[src/rtl/aes_round_sequencer.sv]
// Control sequencer for the AES-128 round datapath and key-expansion unit.
// Optional feature macro: AES_SBOX_WAIT_EN (SUB holds until sbox_valid is sampled high).
module aes_round_sequencer #(
  parameter int NROUNDS = 10
) (
  input  logic       clk,
  input  logic       reset,
  input  logic       load,
  input  logic       sbox_valid,
  output logic [3:0] operation,
  output logic [3:0] round,
  output logic       key_update,
  output logic       busy,
  output logic       done
);

  typedef enum logic [3:0] {
    S_IDLE,
    S_LOAD,
    S_INIT_ARK,
    S_KEY,
    S_SUB,
    S_SHIFT,
    S_MIX,
    S_ARK,
    S_DONE
  } state_t;

  localparam logic [3:0] OP_NOP        = 4'd0;
  localparam logic [3:0] OP_LOAD_STATE = 4'd1;
  localparam logic [3:0] OP_ADD_RK     = 4'd2;
  localparam logic [3:0] OP_SUB_BYTES  = 4'd3;
  localparam logic [3:0] OP_SHIFT_ROWS = 4'd4;
  localparam logic [3:0] OP_MIX_COLS   = 4'd5;
  localparam logic [3:0] LAST_ROUND    = 4'(NROUNDS);

  state_t     state_q, state_d;
  logic [3:0] round_q, round_d;
  logic [3:0] op_q, op_d;
  logic       key_update_q, key_update_d;
  logic       busy_q, busy_d;
  logic       done_q, done_d;

`ifndef AES_SBOX_WAIT_EN
  logic unused_sbox_valid;
  assign unused_sbox_valid = sbox_valid;
`endif

  // Next state and round counter; the counter only moves on entry to KEY or IDLE/LOAD.
  always_comb begin
    state_d = state_q;
    round_d = round_q;
    unique case (state_q)
      S_IDLE: begin
        round_d = 4'd0;
        if (load) state_d = S_LOAD;
      end
      S_LOAD: begin
        round_d = 4'd0;
        state_d = S_INIT_ARK;
      end
      S_INIT_ARK: begin
        round_d = 4'd1;
        state_d = S_KEY;
      end
      S_KEY: state_d = S_SUB;
      S_SUB: begin
`ifdef AES_SBOX_WAIT_EN
        if (sbox_valid) state_d = S_SHIFT;
`else
        state_d = S_SHIFT;
`endif
      end
      S_SHIFT: state_d = (round_q == LAST_ROUND) ? S_ARK : S_MIX;
      S_MIX:   state_d = S_ARK;
      S_ARK: begin
        if (round_q == LAST_ROUND) begin
          state_d = S_DONE;
        end else begin
          state_d = S_KEY;
          round_d = round_q + 4'd1;
        end
      end
      S_DONE: begin
        state_d = S_IDLE;
        round_d = 4'd0;
      end
      default: begin
        state_d = S_IDLE;
        round_d = 4'd0;
      end
    endcase
  end

  // Outputs are decoded from the upcoming state so they can be registered with it.
  always_comb begin
    op_d         = OP_NOP;
    key_update_d = 1'b0;
    busy_d       = 1'b1;
    done_d       = 1'b0;
    unique case (state_d)
      S_IDLE:     busy_d = 1'b0;
      S_LOAD:     op_d = OP_LOAD_STATE;
      S_INIT_ARK: op_d = OP_ADD_RK;
      S_KEY:      key_update_d = 1'b1;
      S_SUB:      op_d = OP_SUB_BYTES;
      S_SHIFT:    op_d = OP_SHIFT_ROWS;
      S_MIX:      op_d = OP_MIX_COLS;
      S_ARK:      op_d = OP_ADD_RK;
      S_DONE: begin
        busy_d = 1'b0;
        done_d = 1'b1;
      end
      default:    busy_d = 1'b0;
    endcase
  end

  always_ff @(posedge clk) begin
    if (reset) begin
      state_q      <= S_IDLE;
      round_q      <= 4'd0;
      op_q         <= OP_NOP;
      key_update_q <= 1'b0;
      busy_q       <= 1'b0;
      done_q       <= 1'b0;
    end else begin
      state_q      <= state_d;
      round_q      <= round_d;
      op_q         <= op_d;
      key_update_q <= key_update_d;
      busy_q       <= busy_d;
      done_q       <= done_d;
    end
  end

  assign operation  = op_q;
  assign round      = round_q;
  assign key_update = key_update_q;
  assign busy       = busy_q;
  assign done       = done_q;

endmodule

[config.mk]
export PLATFORM = sky130hd
export DESIGN_NAME = aes_round_sequencer
export DESIGN_NICKNAME = d
export VERILOG_FILES = /design/src/rtl/aes_round_sequencer.sv
export SDC_FILE = /design/constraint.sdc
export NUM_CORES = 1
export LEC_CHECK = 0
export BUFFER_PORTS_ARGS = -buffer_cell sky130_fd_sc_hd__buf_2
export CAP_MARGIN = 25
export CORE_MARGIN = 2
export CORE_UTILIZATION = 38
export CTS_BUF_LIST = sky130_fd_sc_hd__clkbuf_8
export DETAILED_ROUTE_END_ITERATION = 6
export PLACE_DENSITY = 0.6
export REMOVE_ABC_BUFFERS = 1
export SLEW_MARGIN = 10
export SYNTH_ARGS = -nofsm -noshare
export SYNTH_HDL_FRONTEND = slang
export SYNTH_SLANG_ARGS = --single-unit
[constraint.sdc]
create_clock -name clk -period 2.89 [get_ports clk]
set_input_delay 0.4335 -clock clk [delete_from_list [all_inputs] [get_ports clk]]
set_output_delay 0.4335 -clock clk [all_outputs]
set_load 0.005 [all_outputs]
==> results by stage, run 1 <==
Synth:
- Yosys mapped a number of flops with a built-in enable equal to 0.
- The portion of synthesized cell area occupied by the leading cell type is 38.5%.
- The Yosys step of the flow raised 0 warnings.
- Synthesis instantiated 41 different standard cells from the library.
- The share of async-settable or async-resettable flops after synthesis is 0%.
- The mean cell area of the mapped netlist is 8.77 um^2.
- The biggest area contributor in the post-synthesis netlist is dfxtp_1.
- The leading register cell type out of synthesis is dfxtp_1.
- The number of storage elements in the synthesis netlist is 14.
- Yosys attributes the largest share of cell area to dfxtp_1 (38%), ha_1 (3.4%), a21oi_1 (2.7%).
- The mapped netlist covers 728 um^2.
- The share of synthesized area occupied by flip-flops and latches is between 30 and 40%.
- The number of instances in the synthesized netlist is 83.

Clock network:
- At the later pin of the worst-skew pair, clock insertion delay measures 0.24 ns.
- The number of H-tree levels is 1.
- The number of buffers inserted for hold repair after clock tree synthesis is 0.
- The tree built by TritonCTS fans out to 14 sinks.
- The deepest clock path buffer count is 2.
- The post-CTS setup buffer count is 0.
- The TritonCTS buffer count is 3.
- The buffer type at the clock tree root is clkbuf_8.
- Clock-pin slew was measured on the worst setup and hold paths at approximately 0.060 ns.
- The number of gates resized after CTS is 0.
- TritonCTS built the clock tree.

Floorplan:
- The core region area is 0.00176 mm^2.
- The die covers 0.00228 mm^2.
- The total number of placement rows is 15.
- The initial utilization of the core area, before any placement, comes to 41.3%.
- The top-level I/O count is 15.
- The die is 47.8 um wide.
- The vertical die dimension is 47.8 um.

Route:
- The post-route antenna net violation count is 0.
- In the final routed layout, each cell accounts on average for 13.7 um.
- After the first detailed-routing iteration, the DRC count stood at 11.
- For this run, design rule violations remaining after detail routing come to 0.
- The number of vias after detailed routing is 631.
- The first detailed-routing pass ran for 4 iterations.
- Using the TritonRoute via totals, the vias-per-cell ratio works out to 5.54.
- The aggregate routed wire length is 1.56 mm.

Power and ir drop:
- The overall power consumption is around 0.43 mW.
- Power spread over the standard cell area amounts to about 530 mW/mm^2.
- The worst-case IR drop observed on VDD is 186 uV.
- The leakage dissipation is 0.307 nW.

Finish:
- Relative to the synthesized area, the layout overhead comes to 11.5%.
- At the end of the flow the core is filled with cells to 46.0%.
- The net count of the finished layout is 97.
- Of the cells placed in the final design, the portion with a size suffix greater than 1 is about 20%.
- The library cell used most frequently in the layout, excluding fill and tap cells, is dfxtp_1.
- The repair_antennas step left the layout with diodes totalling 0.
- Once layout is done, the placed cells without fillers occupy 812 um^2.
- In the layout the commonest cells are dfxtp_1 (14), buf_2 (12), nor2_1 (4), a21oi_1 (4), nand3_1 (4).

Timing:
- Setup repair after global routing left no endpoint under its margin.
- Setup total negative slack on the finished layout was measured at 0 ns.
- The number of hold violations in the final report is 0.
- The part of the cycle the worst path needs is 61.7%.
- The setup clock skew after layout is 0.00461 ns.
- The maximum clock frequency is 561 MHz.
- The final setup violation count is 0.
- The max-slew headroom at the worst pin is 56.6%.
- The final count of pins violating max slew is 0.
- The transition time at the pin with the least slew margin is ~0.65 ns.
- The shortest clock period the worst path allows after layout is 1.78 ns.

Global route:
- The number of global-route vias before repair is 538.
- The number of antenna violations at the first check in global routing is 0.
- The global-route total usage across every layer is 15.8%.
- The total overflow left after global routing is 0.
- The wire length of the first global-routing pass is approximately 2.5 mm.
- The maximum number of pins on one net before global-route repair is 19.

Status:
- The run finished with clean final reports.

Critical path:
- STA classifies the critical path startpoint as a flop.
- The worst setup path category is reg -> reg.
- At the worst endpoint, the required time is 3.06 ns.
- STA puts the critical path data arrival time at 1.95 ns.
- The endpoint class of the critical path is a flop.
- The maximum net fanout on the critical path is 18.

Placement:
- The congestion estimate from routability-driven global placement came to 0.812.
- During placement, the flow inserted port buffers numbering 12.
- The HPWL after detailed placement is 1.02 mm.
- In this run the cell area measured after placement is 771 um^2.

Worst hold path:
- The worst hold-check path type is in -> reg.

Job:
- The reported max-cap violation count is 0.
-- area by class of cell --
type,count,area (um^2)
Clock buffer,3,41.3
Fill cell,195,952
Inverter,2,7.51
Multi-Input combinational cell,58,392
Sequential cell,14,280
Tap cell,25,31.3
Timing Repair Buffer,12,60.1
-- worst max-delay path, cell delays in order (launching register included) --
cell and delay [ns]:
dfxtp_1 0.67, nand2_1 0.33, or4_1 0.57, a31oi_1 0.14
-- routing by layer --
metal / part of all wire [%] / GRT usage [%]
met4: 0.64 / 8.11
met5: 0 / 0
met3: 5.5 / 3.40
met1: 51 / 22.2
met2: 43 / 22.7
-- synthesized netlist by cell type (all sizes together) (2+ instances only) --
cell type / number
xnor2: 2
a2111oi: 2
o31ai: 2
o21ai: 3
nor4: 3
o211a: 2
o31a: 2
nand2: 3
nor3b: 2
ha: 2
nor2: 4
nor3: 3
nand4b: 2
dfxtp: 14
a31oi: 2
inv: 2
nand3: 4
buf: 6
a21oi: 4
clkbuf: 3
-- metrics by stage --
stage / hold WS (ns) / instances / setup slack (ns)
after floorplan: 0.503 / 74 / 1.28
after global placement: 0.535 / 111 / 1.14
after detailed placement: 0.536 / 111 / 1.13
after CTS: 0.434 / 114 / 1.11
after global routing: 0.445 / 114 / 0.947
final: 0.431 / 114 / 1.11
-- report_power, final --
group	leakage [nW]	switching, mW	internal, mW
logic	0.171	0.0209	0.0225
clock network	0.0216	0.0672	0.0921
registers	0.114	0.0220	0.203
total	0.307	0.110	0.318
-- cells by family after synthesis --
logic type / Yosys count / share of synthesized area, %
flops: 14 / 38.5
compound gates: 23 / 23.2
fa+ha+maj: 2 / 3.44
buf+inv: 11 / 7.73
simple gates: 30 / 24.2
other cells: 1 / 0.515
xor+xnor: 2 / 2.41
-- registers in the layout, summed over array words and instances (netlist names) --
signal	count
busy	1
done	1
key_update	1
operation	3
round	4
state_q	4
-- final timing paths --
kind | cells past startpoint | startpoint | slack [ns] | end
max reg2reg | 3 | state_q[0] | 1.11 | round[2]
min reg2reg | 2 | state_q[3] | 0.55 | key_update
min | 3 | load | 0.43 | busy
max | 3 | state_q[0] | 1.11 | round[2]
No activity file was read; power rests on OpenSTA's default activity.
==> run 2, diff against run 1 <==
--- a/config.mk
+++ b/config.mk
@@ -11,7 +11,7 @@
 export CORE_UTILIZATION = 38
 export CTS_BUF_LIST = sky130_fd_sc_hd__clkbuf_8
 export DETAILED_ROUTE_END_ITERATION = 6
-export PLACE_DENSITY = 0.6
+export PLACE_DENSITY = 0.62
 export REMOVE_ABC_BUFFERS = 1
 export SLEW_MARGIN = 10
 export SYNTH_ARGS = -nofsm -noshare
==> constraint.sdc (replaced) <==
create_clock -name clk -period 1.4 [get_ports clk]
set_input_delay 0.21 -clock clk [delete_from_list [all_inputs] [get_ports clk]]
set_output_delay 0.21 -clock clk [all_outputs]
set_load 0.005 [all_outputs]
==> run 2 against run 1 <==
  * Count of clock-buffer cells in the layout rose by 1
  * Combinational power rose to 3.9 times the previous value
  * Clock power grew to 2.5 times the previous value
  * Cell count increased by 16%
  * Sequential share of layout area is 6.5 points lower
  * Sequential power grew 94%
  * Clock skew decreased by 0.0014 ns
  * Critical path type unchanged
  * Wire length rose by 16%
  * Worst hold slack got worse by 0.22 ns
  * Via count up 16%
==> results by stage, run 2 (synthesized netlist as in run 1, its figures left out) <==
Critical path:
- Together, buffers and inverters on the worst path number 2.
- The critical path startpoint is round[0].
- For the worst setup path, the data arrival time is 1.53 ns.
- The highest-delay cell along the critical path is a2111oi_0.
- The startpoint identified for the worst register-to-register timing path is round[0].
- The maximum net fanout on the critical path is 5.
- The critical path goes through inv_2, ha_4, and3b_2, buf_4, a2111oi_0.
- For the worst setup path, the data required time is 1.53 ns.
- STA classifies the critical path endpoint as a flop.
- In this design, the stage delay of the slowest critical-path cell is 0.35 ns.
- The kind of start point of the critical path is a flop.
- The worst setup path category is reg -> reg.
- The kind of cell adding the most delay to the critical path is compound AO/OA/AOI/OAI gates.

Worst hold path:
- The startpoint identified for the worst hold timing path is load.
- The worst hold-check path type is in -> reg.

Status:
- The flow ran to the end, and the final reports show no timing, DRC or antenna violations.

Power and ir drop:
- The internal power of the cells totals 0.753 mW.
- The relative contribution of combinational cells to total power is between 15 and 20%.
- Sequential cells burn 43.5% of the power.
- The switching share of total power is 25.0%.
- For this design the static power due to leakage is ~0.4 nW.
- The power share of the clock group is 39.8%.
- For this design the ratio of total power to cell area is a little under 1000 mW/mm^2.
- The net switching power is 0.251 mW.
- The worst-case IR drop observed on VDD is 634 uV.

Floorplan:
- The total number of placement rows is 15.
- The core region is 0.00176 mm^2.
- The initial utilization of the core area, before any placement, comes to around two fifths.
- During I/O placement, the number of pins put on the boundary was 15.
- The vertical die dimension is 47.8 um.
- The horizontal die dimension is between 40 and 50 um.
- The die outline area is around 0.0023 mm^2.

Placement:
- After legalization and detailed placement, the total HPWL measured 1.24 mm.
- The placer congestion estimate is 0.837.
- The area after detailed placement is between 800 and 900 um^2.
- Buffers placed on the I/O ports in this run total 12.
- The setup slack after placement is -0.0883 ns.
- The placed cell count is 124.

Route:
- In this run the remaining antenna-violating nets after routing total 0.
- The final layout contains routed wiring with a total length of about 1.8 mm.
- The first detailed-routing pass ran for 4 iterations.
- The initial detailed-routing violation count is 15.
- The detail-routed net length per standard cell is 13.7 um.
- The total DRC errors in the routed layout is 0.
- The number of vias after detailed routing is 734.
- After detailed routing, the number of vias per cell comes to 5.56.

Clock network:
- The number of H-tree levels is 1.
- In this run, CTS created clock tree buffers numbering 3.
- The buffer type at the clock tree root is clkbuf_8.
- The clock slew seen by the registers of the worst setup and hold paths is 0.06 ns.
- The deepest clock path buffer count is 2.
- The count of clock tree sinks is 14.
- Buffers inserted to repair hold after CTS numbered 0.
- The CTS tree is done.
- The clock reaches the later pin of the worst-skew pair after roughly 0.25 ns.

Global route:
- The number of global-route vias before repair is 652.
- Entering global routing, the biggest net connects 15 pins.
- The wire length of the first global-routing pass is 3.08 mm.
- The number of antenna violations at the first check in global routing is 0.
- Across every metal layer, demand over resource in global routing totals ~20%.
- For this run the aggregate overflow at the end of global routing stands at 0.

Timing:
- For this run, the top clock speed supported by timing is 714 MHz.
- The shortest clock period the worst path allows after layout is 1.40 ns.
- The number of hold violations in the final report is 0.
- Setup repair after global routing could not meet its margin everywhere.
- The final critical-path setup slack is 0.000273 ns.
- The total negative slack for setup checks is 0 ns.
- The final setup violation count is 0.
- Across the routed clock network, the largest skew measured is 0.00324 ns.
- The part of the cycle the worst path needs is 100%.
- The final count of pins violating max slew came to 0.
- The worst hold slack is approximately 0.21 ns.

Finish:
- The library cells used most frequently in the layout, excluding fill and tap cells, are buf_4 (14), dfxtp_1 (12), buf_2 (12).
- The filler-free cell count of the finished design is around 130.
- The layout-stage area growth over the synthesis result is 38.8%.
- The repair_antennas step left the layout with diodes totalling 0.
- The finished layout cell area is 0.00101 mm^2.
- The most common cell after layout, fill and taps aside is buf_4.
- The share of final-layout standard cells stronger than drive strength 1 is between 40% and 50%.
- The total number of nets in the final design is 114.

Job:
- The tool flagged a number of max-cap violations equal to 0.
run 2: worst paths after layout:
path                        to  slack [ns]  depth (start not counted)
setup reg to reg  operation[2]      0.0003                          5
hold reg to reg     key_update        0.55                          2
hold / removal            busy        0.21                          3
setup / recovery  operation[2]      0.0003                          5
run 2: power groups by stage:
| stage | sequential (mW) | combinational (mW) | clock (mW) |
|---|---|---|---|
| after detailed placement | 0.444 | 0.154 | 0 |
| after global placement | 0.444 | 0.151 | 0 |
| after global routing | 0.440 | 0.187 | 0.425 |
| after floorplan | 0.463 | 0.0622 | 0 |
| after CTS | 0.437 | 0.161 | 0.404 |
| final | 0.437 | 0.168 | 0.399 |
run 2: tightest hold or removal path, cell delays in order:
cell and delay, ns:
buf_2 0.09, nor4_1 0.04, nor2_1 0.07
run 2: through the flow:
step                utilization, %  power (mW)
floorplan                        -       0.525
global placement              49.9       0.595
detailed placement            49.9       0.598
CTS                           55.8        1.00
global route                  57.3        1.05
finish                        57.3        1.00
run 2: final cells by class:
cell class | instances | area (um^2)
fill | 172 | 753
multi-input combinational | 58 | 427
sequential | 14 | 283
timing repair buffer | 29 | 208
clock buffer | 4 | 55.1
tap | 25 | 31.3
inverter | 2 | 7.51
run 2: per-layer routing:
metal  part of all wire, %  up-vias  wire length [um]  GRT usage, %
met2                    48       20               874          31.2
li1                      -      356                 -             -
met1                    46      356               833          26.5
met4                  0.61        0                11          4.86
met3                   5.1        2                93          5.66
met5                     0        -                 0             0
run 2: what timing repair did:
action	in CTS	in global routing
gates resized for setup	9	3
pin swaps	5	1
endpoints found under the setup margin	3	6
buffers inserted	3	1
==> run 3, diff against run 2 <==
--- a/config.mk
+++ b/config.mk
@@ -5,8 +5,9 @@
 export SDC_FILE = /design/constraint.sdc
 export NUM_CORES = 1
 export LEC_CHECK = 0
+export ABC_AREA = 1
 export BUFFER_PORTS_ARGS = -buffer_cell sky130_fd_sc_hd__buf_2
-export CAP_MARGIN = 25
+export CAP_MARGIN = 20
 export CORE_MARGIN = 2
 export CORE_UTILIZATION = 38
 export CTS_BUF_LIST = sky130_fd_sc_hd__clkbuf_8
==> run 3 against run 2 <==
  * Register-to-register slack better by 0.08 ns
  * Worst setup slack better by 0.078 ns
  * Largest cell class unchanged
  * First-iteration DRC count is the same
==> results by stage, run 3 <==
Status:
- The run finished with clean final reports.

Finish:
- In the final layout, the share of cells above drive strength 1 is ~43%.
- The top cell types in the final layout, fill and taps aside, are inv_1 (14), nor2_1 (14), nand2_1 (12), buf_2 (12), dfxtp_1 (10).
- The filler-free cell count of the finished design is 147.
- The layout-stage area growth over the synthesis result is 35.7%.
- The number of diodes is 0.
- The fraction of the core area covered by cells at the end of the flow is a little under three fifths.
- The finished layout cell area is 961 um^2.
- The total number of nets in the final design is 129.

Critical path:
- The signal on the critical path passes through inv_2, ha_2, nand3_4, nand2_2, nand2_1, nor2_2, nand2_2, inv_2, nand2_2, o21ai_2, inv_1.
- Counting stages on the worst path, the most repeated cell is nand2_2.
- The worst setup path is captured at a flop.
- The maximum net fanout on the critical path is 4.
- The endpoint arrival time on the critical path is 1.47 ns.
- The highest-delay cell along the critical path is dfxtp_1.
- The largest single stage delay on the critical path is 0.31 ns.
- The required time at the endpoint of the critical path is 1.55 ns.
- STA classifies the critical path startpoint as a flop.
- The worst setup path category is reg -> reg.

Placement:
- The half-perimeter wire length of the detailed placement result is 1.12 mm.
- In this run, placement finished with an instance count of 142.
- The setup slack after placement is -0.0171 ns.
- The placer congestion estimate is 0.856.
- The count of port buffers added during placement is 12.
- The area after detailed placement is ~840 um^2.

Floorplan:
- The total number of placement rows is 15.
- The starting density of the core is 40.6%.
- The die covers approximately 0.0022 mm^2.
- The vertical die dimension is 47.2 um.
- Measured along the x axis, the die boundary spans 47.2 um.
- The core region area is 0.00175 mm^2.
- For this design the top-level I/O count stands at 15.

Route:
- Summed over all layers, the routed wires come to 1.60 mm.
- After the first detailed-routing iteration, the DRC count stood at 15.
- After detailed routing, the number of remaining DRC violations is 0.
- Before antenna repair, the detailed router went through 4 iterations.
- The average via count per standard cell is 4.66.
- The detailed router placed 685 vias in this run.
- After detailed routing, the average wire length per cell comes to roughly 11 um.
- The post-route antenna net violation count is 0.

Power and ir drop:
- VDD sags by at most 681 uV.
- Power spread over the standard cell area amounts to about 1200 mW/mm^2.
- Summed over all cells, the static leakage comes to 0.452 nW.
- Overall power consumption after layout is estimated at 1.18 mW.

Worst hold path:
- The path class of the tightest hold or removal check is in -> reg.

Global route:
- The number of antenna violations at the first check in global routing was 0.
- The wire length of the first global-routing pass is 2.53 mm.
- For this run the aggregate overflow at the end of global routing stands at 0.
- In the global route stage, overall resource usage came out at 16.8%.
- The maximum number of pins on one net before global-route repair is 9.
- The number of global-route vias before repair is 601.

Clock network:
- The buffer type at the clock tree root is clkbuf_8.
- In this run, post-CTS hold repair placed 0 buffers.
- For the worst-skew pair, the clock arrives at the later sink with an insertion delay of between 0.2 and 0.3 ns.
- CTS built an H-tree with a depth of 1.
- TritonCTS built the clock tree.
- The count of clock tree sinks is 14.
- No sink is reached through more buffers than the 2 on the longest clock path.
- The TritonCTS buffer count is 3.
- After clock tree synthesis, the clock-pin slew on the worst setup and hold paths is 0.06 ns.

Timing:
- The part of the cycle the worst path needs is 94.4%.
- Setup repair after global routing could not meet its margin everywhere.
- The final count of pins violating max slew is 0.
- Hold is met by 0.226 ns.
- The final setup violation count is 0.
- The routed design could run at a clock period as short as between 1 and 1.5 ns.
- The number of hold violations in the final report is 0.
- The setup clock skew after layout is 0.00164 ns.
- Summed over all failing endpoints, the final setup total negative slack is 0 ns.
- The final critical-path setup slack is roughly 0.078 ns.
- Timing would allow up to 757 MHz.

Synth:
- For this run, asynchronously set or reset flops after synthesis account for 0%.
- After synthesis, the most frequently instantiated cells are nor2_1 (17), inv_1 (16), dfxtp_1 (14), nand2_1 (13), nand3_1 (8).
- The most used flip-flop cell after synthesis is dfxtp_1.
- The mean cell area of the mapped netlist is 7.08 um^2.
- The number of different library cells used by synthesis comes to 23.
- dfxtp_1 takes more of the synthesized area than any other cell.
- The mapped netlist covers 708 um^2.
- The number of synthesized flops with an enable pin is 0.
- Among all cell types in the netlist, the one instantiated most often is nor2_1.
- The share of synthesized area occupied by flip-flops and latches is 39.6%.
- The number of instances in the synthesized netlist is 100.
- The synthesized design contains 14 register bits.
- By area the synthesized netlist is led by dfxtp_1 (40%), nor2_1 (9.0%), inv_1 (8.5%).
- Summed over its instances, the top area cell type makes up 39.6% of the synthesized netlist area.
- The count of yosys warnings during synthesis is 0.

Job:
- Across the run, the number of max-cap violations was 0.
## run 3: cell count changes after synthesis, moves of 3 or more
cell      before  now
nand2_2        0    4
buf_2          3    0
nand2_1        3   13
inv_1          1   16
clkbuf_1       3    0
nor4_1         3    0
nor2_1         4   17
nand3_1        4    8
## run 3: area by class of cell
| class | count | area [um^2] |
|---|---|---|
| sequential | 14 | 285 |
| inverter | 19 | 71.3 |
| clock buffer | 4 | 55.1 |
| timing repair buffer | 20 | 120 |
| fill | 176 | 785 |
| multi-input combinational | 65 | 398 |
| tap | 25 | 31.3 |
## run 3: report_power, final
| group | internal [mW] | leakage [nW] | switching [mW] | total [mW] |
|---|---|---|---|---|
| Sequential | 0.441 | 0.116 | 0.0231 | 0.464 |
| Clock | 0.249 | 0.0288 | 0.149 | 0.399 |
| Combinational | 0.127 | 0.307 | 0.187 | 0.314 |
## run 3: metal layers
layer | global-route usage (%) | part of all wire, %
met2 | 27.4 | 49
met1 | 19.5 | 43
met3 | 3.46 | 5.6
met4 | 12.2 | 2.6
met5 | 0 | 0
## run 3: final timing paths
kind,startpoint,end,slack (ns),cells past startpoint
setup / recovery,round[0],busy,0.08,11
hold / removal,reset,state_q[0],0.23,2
setup reg to reg,round[0],busy,0.08,11
hold reg to reg,round[0],round[0],0.55,3
## run 3: kinds of logic after synthesis
| family | after synthesis | share of synthesized area (%) |
|---|---|---|
| and+or+nand+nor | 51 | 35.0 |
| buffers and inverters | 21 | 11.7 |
| DFF | 14 | 39.6 |
| other | 1 | 0.530 |
| adders and majority gates | 2 | 3.53 |
| AOI/OAI and AO/OA | 11 | 9.72 |
## run 3: what timing repair did
item                       in CTS  in global routing
buffers inserted                0                  1
gates resized for setup         2                 17
setup endpoints to repair       3                  9
pin swaps                       0                  4
## run 3: worst max-delay path: cells and delay by family (launching register included)
| family | cells | cell delay (ns) |
|---|---|---|
| adders and majority gates | 1 | 0.18 |
| DFF | 1 | 0.31 |
| and+or+nand+nor | 6 | 0.45 |
| AOI/OAI and AO/OA | 1 | 0.11 |
| buffers and inverters | 3 | 0.17 |
